--- src/rtl/downsampler_mc.sv ---
// downsampler_mc: TDM multichannel frame decimator with a one-deep AXI-Stream output register.
// Define DOWNSAMPLER_MC_FRAME_CHECK_EN to add the sticky err_framing output.
module downsampler_mc #(
  parameter int  DATA_WIDTH = 16,
  parameter int  NUM_CH     = 4,
  parameter int  MAX_R      = 16,
  localparam int CH_W       = (NUM_CH > 1) ? $clog2(NUM_CH) : 1,
  localparam int R_W        = $clog2(MAX_R + 1)
) (
  input  logic                  clk,
  input  logic                  reset,
  input  logic [R_W-1:0]        cfg_ratio,
  input  logic [DATA_WIDTH-1:0] s_axis_in_tdata,
  input  logic                  s_axis_in_tvalid,
  output logic                  s_axis_in_tready,
  input  logic                  s_axis_in_tlast,
  output logic [DATA_WIDTH-1:0] m_axis_out_tdata,
  output logic                  m_axis_out_tvalid,
  input  logic                  m_axis_out_tready,
  output logic                  m_axis_out_tlast,
  output logic [CH_W-1:0]       m_axis_out_tuser
`ifdef DOWNSAMPLER_MC_FRAME_CHECK_EN
  ,
  output logic                  err_framing
`endif
);

  localparam logic [CH_W-1:0] CH_LAST = CH_W'(NUM_CH - 1);
  localparam logic [R_W-1:0]  RATIO_MAX = R_W'(MAX_R);

  logic [CH_W-1:0]       ch_q, ch_d;
  logic [R_W-1:0]        fcnt_q, fcnt_d;
  logic [R_W-1:0]        ratio_q, ratio_d;
  logic                  load_q;
  logic                  out_valid_q, out_valid_d;
  logic [DATA_WIDTH-1:0] out_data_q, out_data_d;
  logic                  out_last_q, out_last_d;
  logic [CH_W-1:0]       out_user_q, out_user_d;
  logic                  accept_s;
  logic                  last_frame_s;
  logic [R_W-1:0]        ratio_eff_s;

  function automatic logic [R_W-1:0] clamp_ratio(input logic [R_W-1:0] r);
    logic [R_W-1:0] res;
    if (r == '0) begin
      res = R_W'(1);
    end else if (r > RATIO_MAX) begin
      res = RATIO_MAX;
    end else begin
      res = r;
    end
    return res;
  endfunction

  assign s_axis_in_tready = !out_valid_q || m_axis_out_tready;
  assign accept_s         = s_axis_in_tvalid && s_axis_in_tready;
  // On the first cycle out of reset the group ratio comes straight from cfg_ratio.
  assign ratio_eff_s      = load_q ? clamp_ratio(cfg_ratio) : ratio_q;
  assign last_frame_s     = (fcnt_q == (ratio_eff_s - R_W'(1)));

  always_comb begin
    ch_d        = ch_q;
    fcnt_d      = fcnt_q;
    ratio_d     = ratio_eff_s;
    out_valid_d = out_valid_q;
    out_data_d  = out_data_q;
    out_last_d  = out_last_q;
    out_user_d  = out_user_q;
    if (accept_s) begin
      if (s_axis_in_tlast) begin
        ch_d = '0;
        if (last_frame_s) begin
          fcnt_d  = '0;
          ratio_d = clamp_ratio(cfg_ratio);
        end else begin
          fcnt_d = fcnt_q + R_W'(1);
        end
      end else if (ch_q != CH_LAST) begin
        ch_d = ch_q + CH_W'(1);
      end else begin
        ch_d = ch_q;
      end
    end else begin
      ch_d = ch_q;
    end
    if (accept_s && last_frame_s) begin
      out_valid_d = 1'b1;
      out_data_d  = s_axis_in_tdata;
      out_last_d  = s_axis_in_tlast;
      out_user_d  = ch_q;
    end else if (m_axis_out_tready) begin
      out_valid_d = 1'b0;
    end else begin
      out_valid_d = out_valid_q;
    end
  end

  always_ff @(posedge clk) begin
    if (reset) begin
      ch_q        <= '0;
      fcnt_q      <= '0;
      ratio_q     <= R_W'(1);
      load_q      <= 1'b1;
      out_valid_q <= 1'b0;
      out_data_q  <= '0;
      out_last_q  <= 1'b0;
      out_user_q  <= '0;
    end else begin
      ch_q        <= ch_d;
      fcnt_q      <= fcnt_d;
      ratio_q     <= ratio_d;
      load_q      <= 1'b0;
      out_valid_q <= out_valid_d;
      out_data_q  <= out_data_d;
      out_last_q  <= out_last_d;
      out_user_q  <= out_user_d;
    end
  end

  assign m_axis_out_tvalid = out_valid_q;
  assign m_axis_out_tdata  = out_data_q;
  assign m_axis_out_tlast  = out_last_q;
  assign m_axis_out_tuser  = out_user_q;

`ifdef DOWNSAMPLER_MC_FRAME_CHECK_EN
  logic err_q, err_d;

  // Flag tlast on any channel but the last, or a missing tlast on the last channel.
  always_comb begin
    err_d = err_q;
    if (accept_s && ((s_axis_in_tlast && (ch_q != CH_LAST)) ||
                     (!s_axis_in_tlast && (ch_q == CH_LAST)))) begin
      err_d = 1'b1;
    end else begin
      err_d = err_q;
    end
  end

  always_ff @(posedge clk) begin
    if (reset) begin
      err_q <= 1'b0;
    end else begin
      err_q <= err_d;
    end
  end

  assign err_framing = err_q;
`endif

endmodule

--- config.mk ---
export PLATFORM = sky130hd
export DESIGN_NAME = downsampler_mc
export DESIGN_NICKNAME = d
export VERILOG_FILES = /design/src/rtl/downsampler_mc.sv
export SDC_FILE = /design/constraint.sdc
export NUM_CORES = 1
export LEC_CHECK = 0
export BUFFER_PORTS_ARGS = -buffer_cell sky130_fd_sc_hd__buf_2
export CORE_MARGIN = 2
export CORE_UTILIZATION = 40
export DETAILED_ROUTE_END_ITERATION = 8
export GPL_TIMING_DRIVEN = 0
export SLEW_MARGIN = 40
export SYNTH_ARGS = -nofsm -noshare
export SYNTH_HDL_FRONTEND = slang
export SYNTH_SLANG_ARGS = --single-unit
--- constraint.sdc ---
create_clock -name clk -period 2.9 [get_ports clk]
set_input_delay 0.145 -clock clk [delete_from_list [all_inputs] [get_ports clk]]
set_output_delay 0.145 -clock clk [all_outputs]
set_load 0.01 [all_outputs]
==> summary.txt, run 1 <==
Outcome
  – Status: finished, final reports clean

Cells and area
  – Area growth from synthesis to layout: 24.7%
  – Commonest non-fill, non-tap cell in the layout: buf_2
  – Layout cells sized above 1: 0.286
  – Multi-input gate area: slightly above 900 µm²
  – Ant diodes: 0
  – Commonest non-fill, non-tap cells in the layout: 46 x buf_2, 33 x dfxtp_1, 28 x nand2_1, 22 x a21oi_1, 14 x o21ai_0
  – Register Area: between 600 and 700 µm²
  – Fill cells: 370
  – Nets: around 280

Setup path
  – RR Startpoint: load_q
  – Crit. End Element: register
  – CP startpoint kind: register
  – Setup crit start: load_q
  – CP Data Required Time: 3070 ps
  – CP max FO: 10
  – R2R cell count: 9
  – Arrival time worst endpoint: 2390 ps
  – CP Class: reg2reg

STA
  – Final critical-path required period: roughly 2200 ps
  – Slew Limit Fails: 0
  – Fmax: 450 MHz
  – # setup viols final: 0
  – Final worst-path cycle share: 0.767
  – Setup TNS after final layout: 0 ps
  – Rel. slew slack: 0.681
  – WHS: just over 80 ps
  – Worst Tran Pin Value: 479 ps
  – RSZ-0062 raised after global routing: false
  – Final-report hold violation count: 0
  – Max Clock Skew: 5.77 ps

Pwr
  – Peak supply drop: 358 µV
  – Sw Pwr: 296 µW
  – Comb pwr share: 0.160
  – Pwr dens: 530 nW/µm²
  – Int Power: 809 µW
  – Sw Ratio: 0.268
  – Clock Power Share: 0.398
  – Sequential share of power: 0.441
  – Leak: about 0.87 nW

Detailed routing
  – Initial DRC Count: 57
  – WL final: 3.72 mm
  – DRC viols: 0
  – Post-DRT Antenna Nets: 0
  – Via-per-instance ratio: just over 5
  – Drt wl/cell: 12.5 µm
  – DRT Pass-1 Iters: 4
  – Via count: ~1,500

Global route
  – Gr usage total: 0.173
  – Remaining Overflow, GRT: 0
  – Largest net degree at the start of global routing: 13
  – Antenna violations before repair: 0
  – First-pass GRT wire length: slightly above 6 mm
  – Vias in the first global route: between 1,000 and 1,500

Clock network
  – Hold Buf Count CTS: 1
  – Clock insertion delay at the later pin of the skew report: ~290 ps
  – CTS buffer count: 5
  – Worst-path clk slew: approximately 70 ps
  – Post-CTS setup repair buffer count: 0
  – CTS Sinks: 33
  – Post-CTS Resized: 0
  – CTS tree: done
  – H-tree depth: 2
  – Root buf cell: clkbuf_8
  – Clk buf depth: 2

Place
  – Hpwl dp: 2.77 mm
  – RD Place Congestion: slightly below 0.7
  – Input/output buffers: between 40 and 50

Min path
  – Min-delay src: s_axis_in_tdata[9]
  – Hold path depth: 3
  – Hold crit path type: in2reg

Synth
  – Largest cells by area after synthesis: dfxtp_1 39%, a21oi_1 6.6%, nand2_1 6.3%, o21ai_0 4.2%, buf_6 3.4%
  – Warnings, synthesis: 0
  – Syn Inst Count: 194
  – Area share of the largest cell type after synthesis: 0.395
  – Register area share after synthesis: 0.395
  – Async set or reset register ratio after synthesis: 0
  – Syn_nets: about 220
  – EDFF count, synth: 0
  – Largest area contributor in the netlist: dfxtp_1
  – Yosys cell types: 40
  – Avg Inst Size Synth: around 8.6 µm²
  – Synth Register Bits: 33
  – Top_reg_cell synth: dfxtp_1
  – Post-Syn Area: roughly 1700 µm²

Floorplan
  – Placeable Area: 4000 µm²
  – # IOs: 47
  – Die H: 68.7 µm
  – Site Rows: 23
  – Die area: approximately 4700 µm²
  – Die width: 68.7 µm
  – Initial core utilization: 0.419

Flow run
  – Max Cap Viol: 0
## cell families (layout without fill, tap and decap cells)
logic type,Yosys count,count (layout),synth area share
compound gates,64,64,0.262
mux,6,6,0.0433
buf+inv,15,69,0.0568
simple gates,72,72,0.218
flops,33,33,0.395
fa+ha+maj,2,2,0.0149
xor+xnor,2,2,0.0105
## synth_stat cells, types with 3 or more instances
cell type   n
dfxtp_1    33
nand2_1    28
a21oi_1    22
o21ai_0    14
o21ai_1    11
nor2_1     10
nand2b_1    9
clkbuf_1    6
buf_6       5
mux2i_1     5
nand3_1     4
nand3b_1    4
inv_1       3
nor2b_1     3
nor3_1      3
## layout make-up
| cell class | count | share of cell area |
|---|---|---|
| Tap cell | 50 | 0.0300 |
| Timing Repair Buffer | 46 | 0.113 |
| Sequential cell | 33 | 0.317 |
| Buffer | 12 | 0.0402 |
| Inverter | 3 | 0.00540 |
| Multi-Input combinational cell | 146 | 0.440 |
| Clock inverter | 3 | 0.0222 |
| Clock buffer | 5 | 0.0330 |
## critical path: stages (launching register included)
cell and delay (ps):
dfxtp_1 380, buf_6 180, mux2i_1 220, xnor2_1 170, a211o_1 320, a21boi_2 240, o22ai_2 160, buf_6 180
o21ai_0 150, a21oi_1 90
## power groups by stage
stage	combinational (mW)	clock, mW	sequential (mW)
after CTS	0.180	0.453	0.488
after global routing	0.198	0.467	0.491
after global placement	0.177	0	0.498
after detailed placement	0.178	0	0.498
after floorplan	0.120	0	0.501
final	0.177	0.440	0.488
## path summary, 6_finish.rpt
kind | slack [ps] | endpoint
setup reg to reg | 680 | m_axis_out_tdata[4]
hold reg to reg | 480 | m_axis_out_tuser[0]
setup / recovery | 680 | m_axis_out_tdata[4]
hold / removal | 80 | m_axis_out_tdata[9]
## state kept, by name (all words and copies together), names as in the netlist
signal,cells
fcnt_q,5
m_axis_out_tuser,2
ratio_q,5
load_q,1
m_axis_out_tvalid,1
ch_q,2
m_axis_out_tdata,16
m_axis_out_tlast,1
## routing by layer
layer,global-route usage,share of wire,up-vias
li1,-,-,792
met1,0.213,0.48,699
met5,0,0,-
met3,0.0633,0.061,8
met2,0.278,0.44,40
met4,0.0637,0.017,0
## stage by stage
step                      worst slack [ps]  cells   util  total power, mW  area [µm²]
after detailed placement               662    289  0.490            0.676        1960
after global routing                   491    298  0.522             1.16        2090
after CTS                              657    298  0.522             1.12        2090
final                                  676    298  0.522             1.11        2090
after global placement                 681    289  0.490            0.675        1960
after floorplan                        925    194      -            0.621        1670
Power figures use the tool's default switching activity.
==> inputs of run 2 (changes only) <==
--- a/config.mk
+++ b/config.mk
@@ -5,6 +5,7 @@
 export SDC_FILE = /design/constraint.sdc
 export NUM_CORES = 1
 export LEC_CHECK = 0
+export ABC_AREA = 1
 export BUFFER_PORTS_ARGS = -buffer_cell sky130_fd_sc_hd__buf_2
 export CORE_MARGIN = 2
 export CORE_UTILIZATION = 40
==> constraint.sdc (replaced) <==
create_clock -name clk -period 2.3 [get_ports clk]
set_input_delay 0.115 -clock clk [delete_from_list [all_inputs] [get_ports clk]]
set_output_delay 0.115 -clock clk [all_outputs]
set_load 0.01 [all_outputs]
==> summary.txt, run 2 <==
Outcome
  – Status: finished, final reports clean (unchanged)

Clock network
  – CTS Sinks: 33 (unchanged)
  – Worst-path clk slew: 70 ps (about the same)
  – CTS buffer count: 5 (unchanged)
  – Hold Buf Count CTS: 0 (was 1)
  – CTS tree: done (unchanged)
  – Clk buf depth: 2 (unchanged)
  – Root buf cell: clkbuf_8 (unchanged)
  – H-tree depth: 2 (unchanged)
  – Clock insertion delay at the later pin of the skew report: 280 ps (was 290 ps)

STA
  – Max Clock Skew: 8.13 ps (was 5.77 ps)
  – Final worst-path cycle share: 0.868 (was 0.767)
  – RSZ-0062 raised after global routing: false (unchanged)
  – Fmax: 501 MHz (was 450 MHz)
  – Setup ws final: 303 ps (was 676 ps)
  – # setup viols final: 0 (unchanged)
  – Rel. slew slack: 0.614 (was 0.681)
  – Final-report hold violation count: 0 (unchanged)
  – Setup TNS after final layout: 0 ps (unchanged)
  – Final critical-path required period: 2000 ps (was 2220 ps)
  – Worst Tran Pin Value: 576 ps (was 479 ps)
  – Slew Limit Fails: 0 (unchanged)

Cells and area
  – Commonest non-fill, non-tap cell in the layout: nand2_1 (was buf_2)
  – Fin area: 2140 µm² (was 2090 µm²)
  – Finished Layout Cells: 360 (was 298)
  – Nets: 335 (was 275)
  – Ant diodes: 0 (unchanged)
  – Max reg flops: 16 (unchanged)
  – Layout cells sized above 1: 0.308 (was 0.286)
  – Area growth from synthesis to layout: 22.6% (was 24.7%)
  – Commonest non-fill, non-tap cells in the layout: 72 x nand2_1, 47 x buf_2, 35 x inv_1, 32 x nor2_1, 32 x dfxtp_1 (was 46 x buf_2, 33 x dfxtp_1, 28 x nand2_1, 22 x a21oi_1, 14 x o21ai_0)

Setup path
  – Most numerous cell on the critical path: nand2_2 (was buf_6)
  – Cell Chain, Critical Path: inv_2 -> nand2_2 -> nand2_2 -> nor2_4 -> nand4_4 -> xnor2_1 -> nand4_1 -> buf_4 -> nand2_1 -> inv_1 -> nor2_1 (was buf_6 -> mux2i_1 -> xnor2_1 -> a211o_1 -> a21boi_2 -> o22ai_2 -> buf_6 -> o21ai_0 -> a21oi_1)
  – R2r endpoint: ratio_q[3] (was m_axis_out_tdata[4])
  – CP Data Required Time: 2530 ps (was 3070 ps)
  – CP peak stage delay: 420 ps (was 380 ps)
  – Reg2reg setup slack: 300 ps (was 680 ps)
  – Crit. End Element: register (unchanged)
  – CP Class: reg2reg (unchanged)
  – CP max FO: 8 (was 10)
  – RR Startpoint: load_q (unchanged)
  – CP top delay family: simple AND/OR/NAND/NOR gates (was compound AO/OA/AOI/OAI gates)
  – CP bufs+invs: 3 (was 2)
  – Arrival time worst endpoint: 2230 ps (was 2390 ps)
  – CP max-delay cell: dfxtp_2 (was dfxtp_1)
  – R2R cell count: 11 (was 9)
  – CP startpoint kind: register (unchanged)

Detailed routing
  – WL final: 3.78 mm (was 3.72 mm)
  – Post-DRT Antenna Nets: 0 (unchanged)
  – Via-per-instance ratio: 4.45 (was 5.16)
  – Initial DRC Count: 81 (was 57)
  – DRT Pass-1 Iters: 4 (unchanged)
  – DRC viols: 0 (unchanged)
  – Via count: 1,601 (was 1,539)
  – Drt wl/cell: 10.5 µm (was 12.5 µm)

Synth
  – Register area share after synthesis: 0.379 (was 0.395)
  – Simple-gate portion of the synthesized area: 0.410 (was 0.218)
  – Area share of the largest cell type after synthesis: 0.379 (was 0.395)
  – Syn Inst Count: 252 (was 194)
  – Async set or reset register ratio after synthesis: 0 (unchanged)
  – Most instantiated cells after synthesis: 72 x nand2_1, 35 x inv_1, 33 x dfxtp_1 (was 33 x dfxtp_1, 28 x nand2_1, 22 x a21oi_1)
  – Avg Inst Size Synth: 6.92 µm² (was 8.63 µm²)
  – Syn_nets: 280 (was 222)
  – Largest cells by area after synthesis: dfxtp_1 38%, nand2_1 15%, inv_1 7.5%, nor2_1 6.9%, nor2_2 6.8% (was dfxtp_1 39%, a21oi_1 6.6%, nand2_1 6.3%, o21ai_0 4.2%, buf_6 3.4%)
  – Top_reg_cell synth: dfxtp_1 (unchanged)
  – EDFF count, synth: 0 (unchanged)
  – Mux share of post-synthesis cell area: 0 (was 0.0433)
  – Yosys cell types: 29 (was 40)
  – Post-Syn Area: 1740 µm² (was 1670 µm²)
  – Warnings, synthesis: 0 (unchanged)
  – Largest family of logic cells by synthesized area: simple AND/OR/NAND/NOR gates (was compound AO/OA/AOI/OAI gates)
  – Synth Area in XOR/XNOR: 0.0395 (was 0.0105)
  – Compound-gate portion of the synthesized area: 0.0416 (was 0.262)
  – Count leader, synth: nand2_1 (was dfxtp_1)
  – Synth Register Bits: 33 (unchanged)
  – Largest area contributor in the netlist: dfxtp_1 (unchanged)
  – Post-synthesis adder-cell area fraction: 0.0143 (was 0.0149)

Min path
  – Hold path depth: 1 (was 3)
  – Hold crit path type: in2reg (unchanged)
  – Min-delay src: reset (was s_axis_in_tdata[9])
  – Hold Path End: load_q (was m_axis_out_tdata[9])

Place
  – Dpl cell area: 2040 µm² (was 1960 µm²)
  – Input/output buffers: 46 (was 45)
  – RD Place Congestion: 0.901 (was 0.676)
  – Placed Cells: 350 (was 289)
  – Hpwl dp: 2.80 mm (was 2.77 mm)
  – DP Worst Slack: 163 ps (was 662 ps)

Global route
  – First-pass GRT wire length: 6.86 mm (was 6.05 mm)
  – Vias in the first global route: 1,510 (was 1,387)
  – Gr usage total: 0.173 (about the same)
  – Antenna violations before repair: 0 (unchanged)
  – Largest net degree at the start of global routing: 11 (was 13)
  – Remaining Overflow, GRT: 0 (unchanged)

Floorplan
  – Site Rows: 24 (was 23)
  – Initial core utilization: 0.409 (was 0.419)
  – Die area: 4900 µm² (was 4720 µm²)
  – Placeable Area: 4260 µm² (was 4000 µm²)
  – Die width: 70.0 µm (was 68.7 µm)
  – Die H: 70.0 µm (was 68.7 µm)
  – # IOs: 47 (unchanged)

Pwr
  – Leak: 1.14 nW (was 0.872 nW)
  – Power, Total: 1.25 mW (was 1.11 mW)
  – Peak supply drop: 317 µV (was 358 µV)
  – Pwr dens: 586 nW/µm² (was 530 nW/µm²)

Flow run
  – Max Cap Viol: 0 (unchanged)
[run 2: kinds of logic (layout without fill, tap and decap cells)]
kind of cell / Yosys count / after routing
AOI/OAI and AO/OA: 12 / 12
xor gates and xnor gates: 7 / 7
adders and majority gates: 2 / 2
buffers and inverters: 45 / 101
DFF: 33 / 33
and+or+nand+nor: 153 / 153
[run 2: per-layer routing]
metal | up-vias | GRT usage | share of wire
li1 | 871 | - | -
met1 | 674 | 0.230 | 0.49
met2 | 51 | 0.271 | 0.44
met3 | 5 | 0.0462 | 0.059
met4 | 0 | 0.0620 | 0.011
met5 | - | 0 | 0
[run 2: layout make-up]
type	instances	area (µm²)
timing repair buffer	48	245
inverter	39	146
buffer	6	55.1
tap	52	65.1
clock buffer	6	72.6
clock inverter	2	10.0
sequential	33	662
fill	462	2130
multi-input combinational	174	882
[run 2: metrics by stage]
step | utilization | hold slack [ps]
6_report | 0.501 | 38.0
5_1_grt | 0.501 | 28.5
4_1_cts | 0.498 | 37.0
3_5_place_dp | 0.478 | 346
3_3_place_gp | 0.478 | 341
2_1_floorplan | - | 143
[run 2: worst max-delay path by stage]
stage	start	to	slack, ps	cells after the start
floorplan	load_q	m_axis_out_tdata[10]	500	11
global placement	load_q	ratio_q[1]	170	9
detailed placement	load_q	ratio_q[1]	160	9
CTS	load_q	ratio_q[1]	120	9
global route	load_q	ratio_q[3]	100	13
finish	load_q	ratio_q[3]	300	11
[run 2: timing repair]
item                       CTS  global route
setup buffers                0             2
resized for setup            0             1
setup endpoints to repair    0            14
[run 2: report_power, final]
group | internal (mW) | switching, mW | leakage (nW) | total [mW]
sequential | 0.596 | 0.0147 | 0.268 | 0.611
clock | 0.210 | 0.214 | 0.0450 | 0.424
combinational | 0.0833 | 0.135 | 0.828 | 0.219
total | 0.889 | 0.364 | 1.14 | 1.25
==> inputs of run 3 (changes only) <==
==> constraint.sdc (replaced) <==
create_clock -name clk -period 2.08 [get_ports clk]
set_input_delay 0.104 -clock clk [delete_from_list [all_inputs] [get_ports clk]]
set_output_delay 0.104 -clock clk [all_outputs]
set_load 0.01 [all_outputs]
==> summary.txt, run 3 (same netlist as run 2, synthesis figures left out) <==
Floorplan
  – Initial core utilization: 0.409 (unchanged)
  – Placeable Area: 4260 µm² (unchanged)
  – Die area: 4900 µm² (unchanged)
  – Die width: 70.0 µm (unchanged)
  – Die H: 70.0 µm (unchanged)
  – Site Rows: 24 (unchanged)
  – # IOs: 47 (unchanged)

Clock network
  – Clock insertion delay at the later pin of the skew report: 280 ps (about the same)
  – Worst-path clk slew: 70 ps (about the same)
  – CTS tree: done (unchanged)
  – Clk buf depth: 2 (unchanged)
  – Root buf cell: clkbuf_8 (unchanged)
  – Hold Buf Count CTS: 0 (unchanged)
  – CTS Sinks: 33 (unchanged)
  – CTS buffer count: 5 (unchanged)
  – H-tree depth: 2 (unchanged)

STA
  – RSZ-0062 raised after global routing: false (unchanged)
  – Max Clock Skew: 8.49 ps (was 8.13 ps)
  – Final critical-path required period: 1900 ps (was 2000 ps)
  – Final worst-path cycle share: 0.913 (was 0.868)
  – Setup ws final: 182 ps (was 303 ps)
  – Fmax: 527 MHz (was 501 MHz)
  – Final-report hold violation count: 0 (unchanged)
  – # setup viols final: 0 (unchanged)
  – Rel. slew slack: 0.624 (was 0.614)
  – Setup TNS after final layout: 0 ps (unchanged)
  – WHS: 25.2 ps (was 38.0 ps)
  – Slew Limit Fails: 0 (unchanged)
  – Worst Tran Pin Value: 562 ps (was 576 ps)

Cells and area
  – Layout cells sized above 1: 0.321 (was 0.308)
  – Fill cells: 460 (was 462)
  – Nets: 335 (unchanged)
  – Ant diodes: 0 (unchanged)
  – Max reg flops: 16 (unchanged)
  – Finished Layout Cells: 360 (unchanged)
  – Area growth from synthesis to layout: 24.6% (was 22.6%)
  – Final core area utilization: 0.510 (was 0.501)
  – Fin area: 2170 µm² (was 2140 µm²)
  – Commonest non-fill, non-tap cell in the layout: nand2_1 (unchanged)
  – Commonest non-fill, non-tap cells in the layout: 69 x nand2_1, 46 x buf_2, 35 x inv_1, 32 x nor2_1, 32 x dfxtp_1 (was 72 x nand2_1, 47 x buf_2, 35 x inv_1, 32 x nor2_1, 32 x dfxtp_1)

Pwr
  – Peak supply drop: 351 µV (was 317 µV)
  – Leak: 1.16 nW (was 1.14 nW)
  – Pwr dens: 643 nW/µm² (was 586 nW/µm²)
  – Power, Total: 1.40 mW (was 1.25 mW)

Detailed routing
  – WL final: 3.77 mm (was 3.78 mm)
  – Initial DRC Count: 119 (was 81)
  – DRT Pass-1 Iters: 4 (unchanged)
  – Post-DRT Antenna Nets: 0 (unchanged)
  – Via-per-instance ratio: 4.47 (was 4.45)
  – Via count: 1,609 (was 1,601)
  – Drt wl/cell: 10.5 µm (about the same)
  – DRC viols: 0 (unchanged)

Setup path
  – CP startpoint kind: register (unchanged)
  – R2R cell count: 13 (was 11)
  – Arrival time worst endpoint: 2080 ps (was 2230 ps)
  – Crit. End Element: register (unchanged)
  – CP Class: reg2reg (unchanged)
  – CP max FO: 10 (was 8)
  – CP Data Required Time: 2260 ps (was 2530 ps)

Global route
  – First-pass GRT wire length: 6.92 mm (was 6.86 mm)
  – Met1 Use GR: 0.229 (was 0.230)
  – Antenna violations before repair: 0 (unchanged)
  – Remaining Overflow, GRT: 0 (unchanged)
  – Gr usage total: 0.174 (was 0.173)
  – Met2 usage: 0.275 (was 0.271)
  – Met3 GRT Util: 0.0462 (unchanged)
  – Vias in the first global route: 1,531 (was 1,510)
  – Gr busiest metal: met2 (unchanged)
  – Largest net degree at the start of global routing: 11 (unchanged)

Place
  – Hpwl dp: 2.80 mm (unchanged)
  – Input/output buffers: 46 (unchanged)
  – Placed Cells: 350 (unchanged)
  – DP Worst Slack: -56.8 ps (was 163 ps)
  – Dpl cell area: 2040 µm² (unchanged)
  – RD Place Congestion: 0.901 (unchanged)

Min path
  – Hold path depth: 1 (unchanged)
  – Hold crit path type: in2reg (unchanged)

Outcome
  – Status: finished, final reports clean (unchanged)

Flow run
  – Max Cap Viol: 0 (unchanged)
==> run 3: repair_timing <==
item / 4_1_cts / 5_1_grt
setup buffers: 1 / 1
pin swaps: 1 / 1
resized for setup: 2 / 8
endpoints found under the setup margin: 25 / 23
==> run 3: cell type report <==
type	count	area (µm²)	area share
tap	52	65.1	0.0299
multi-input combinational	174	912	0.420
clock inverter	2	10.0	0.00461
inverter	39	146	0.0674
buffer	6	57.6	0.0265
clock buffer	6	72.6	0.0334
sequential	33	664	0.306
timing repair buffer	48	245	0.113
==> run 3: path summary, 6_finish.rpt <==
path                    start  slack [ps]                    to
max                    load_q         180  m_axis_out_tdata[10]
min                     reset          30                load_q
max reg2reg            load_q         180  m_axis_out_tdata[10]
min reg2reg  m_axis_out_tlast         470      m_axis_out_tlast
==> run 3: critical path: stages, from the launching register on <==
cell and delay [ps]:
dfxtp_4 390, inv_2 80, nand2_2 60, nand2_2 100, nor2_4 150, nand3_1 110
nand2_1 100, nand3b_1 120, nand2_4 130, nand4_2 120, buf_6 170, buf_6 150
nor2_2 80, nor2_1 40
==> run 3: report_power, final <==
part           leakage [nW]  switching (mW)  internal, mW  total, mW
clock network        0.0450           0.235         0.232      0.467
registers             0.269          0.0162         0.659      0.675
logic                 0.844           0.156        0.0982      0.254
==> run 3: layer usage <==
metal	routed length, µm	share of wire
met4	41	0.011
met2	1670	0.44
met1	1850	0.49
met3	200	0.053
met5	0	0
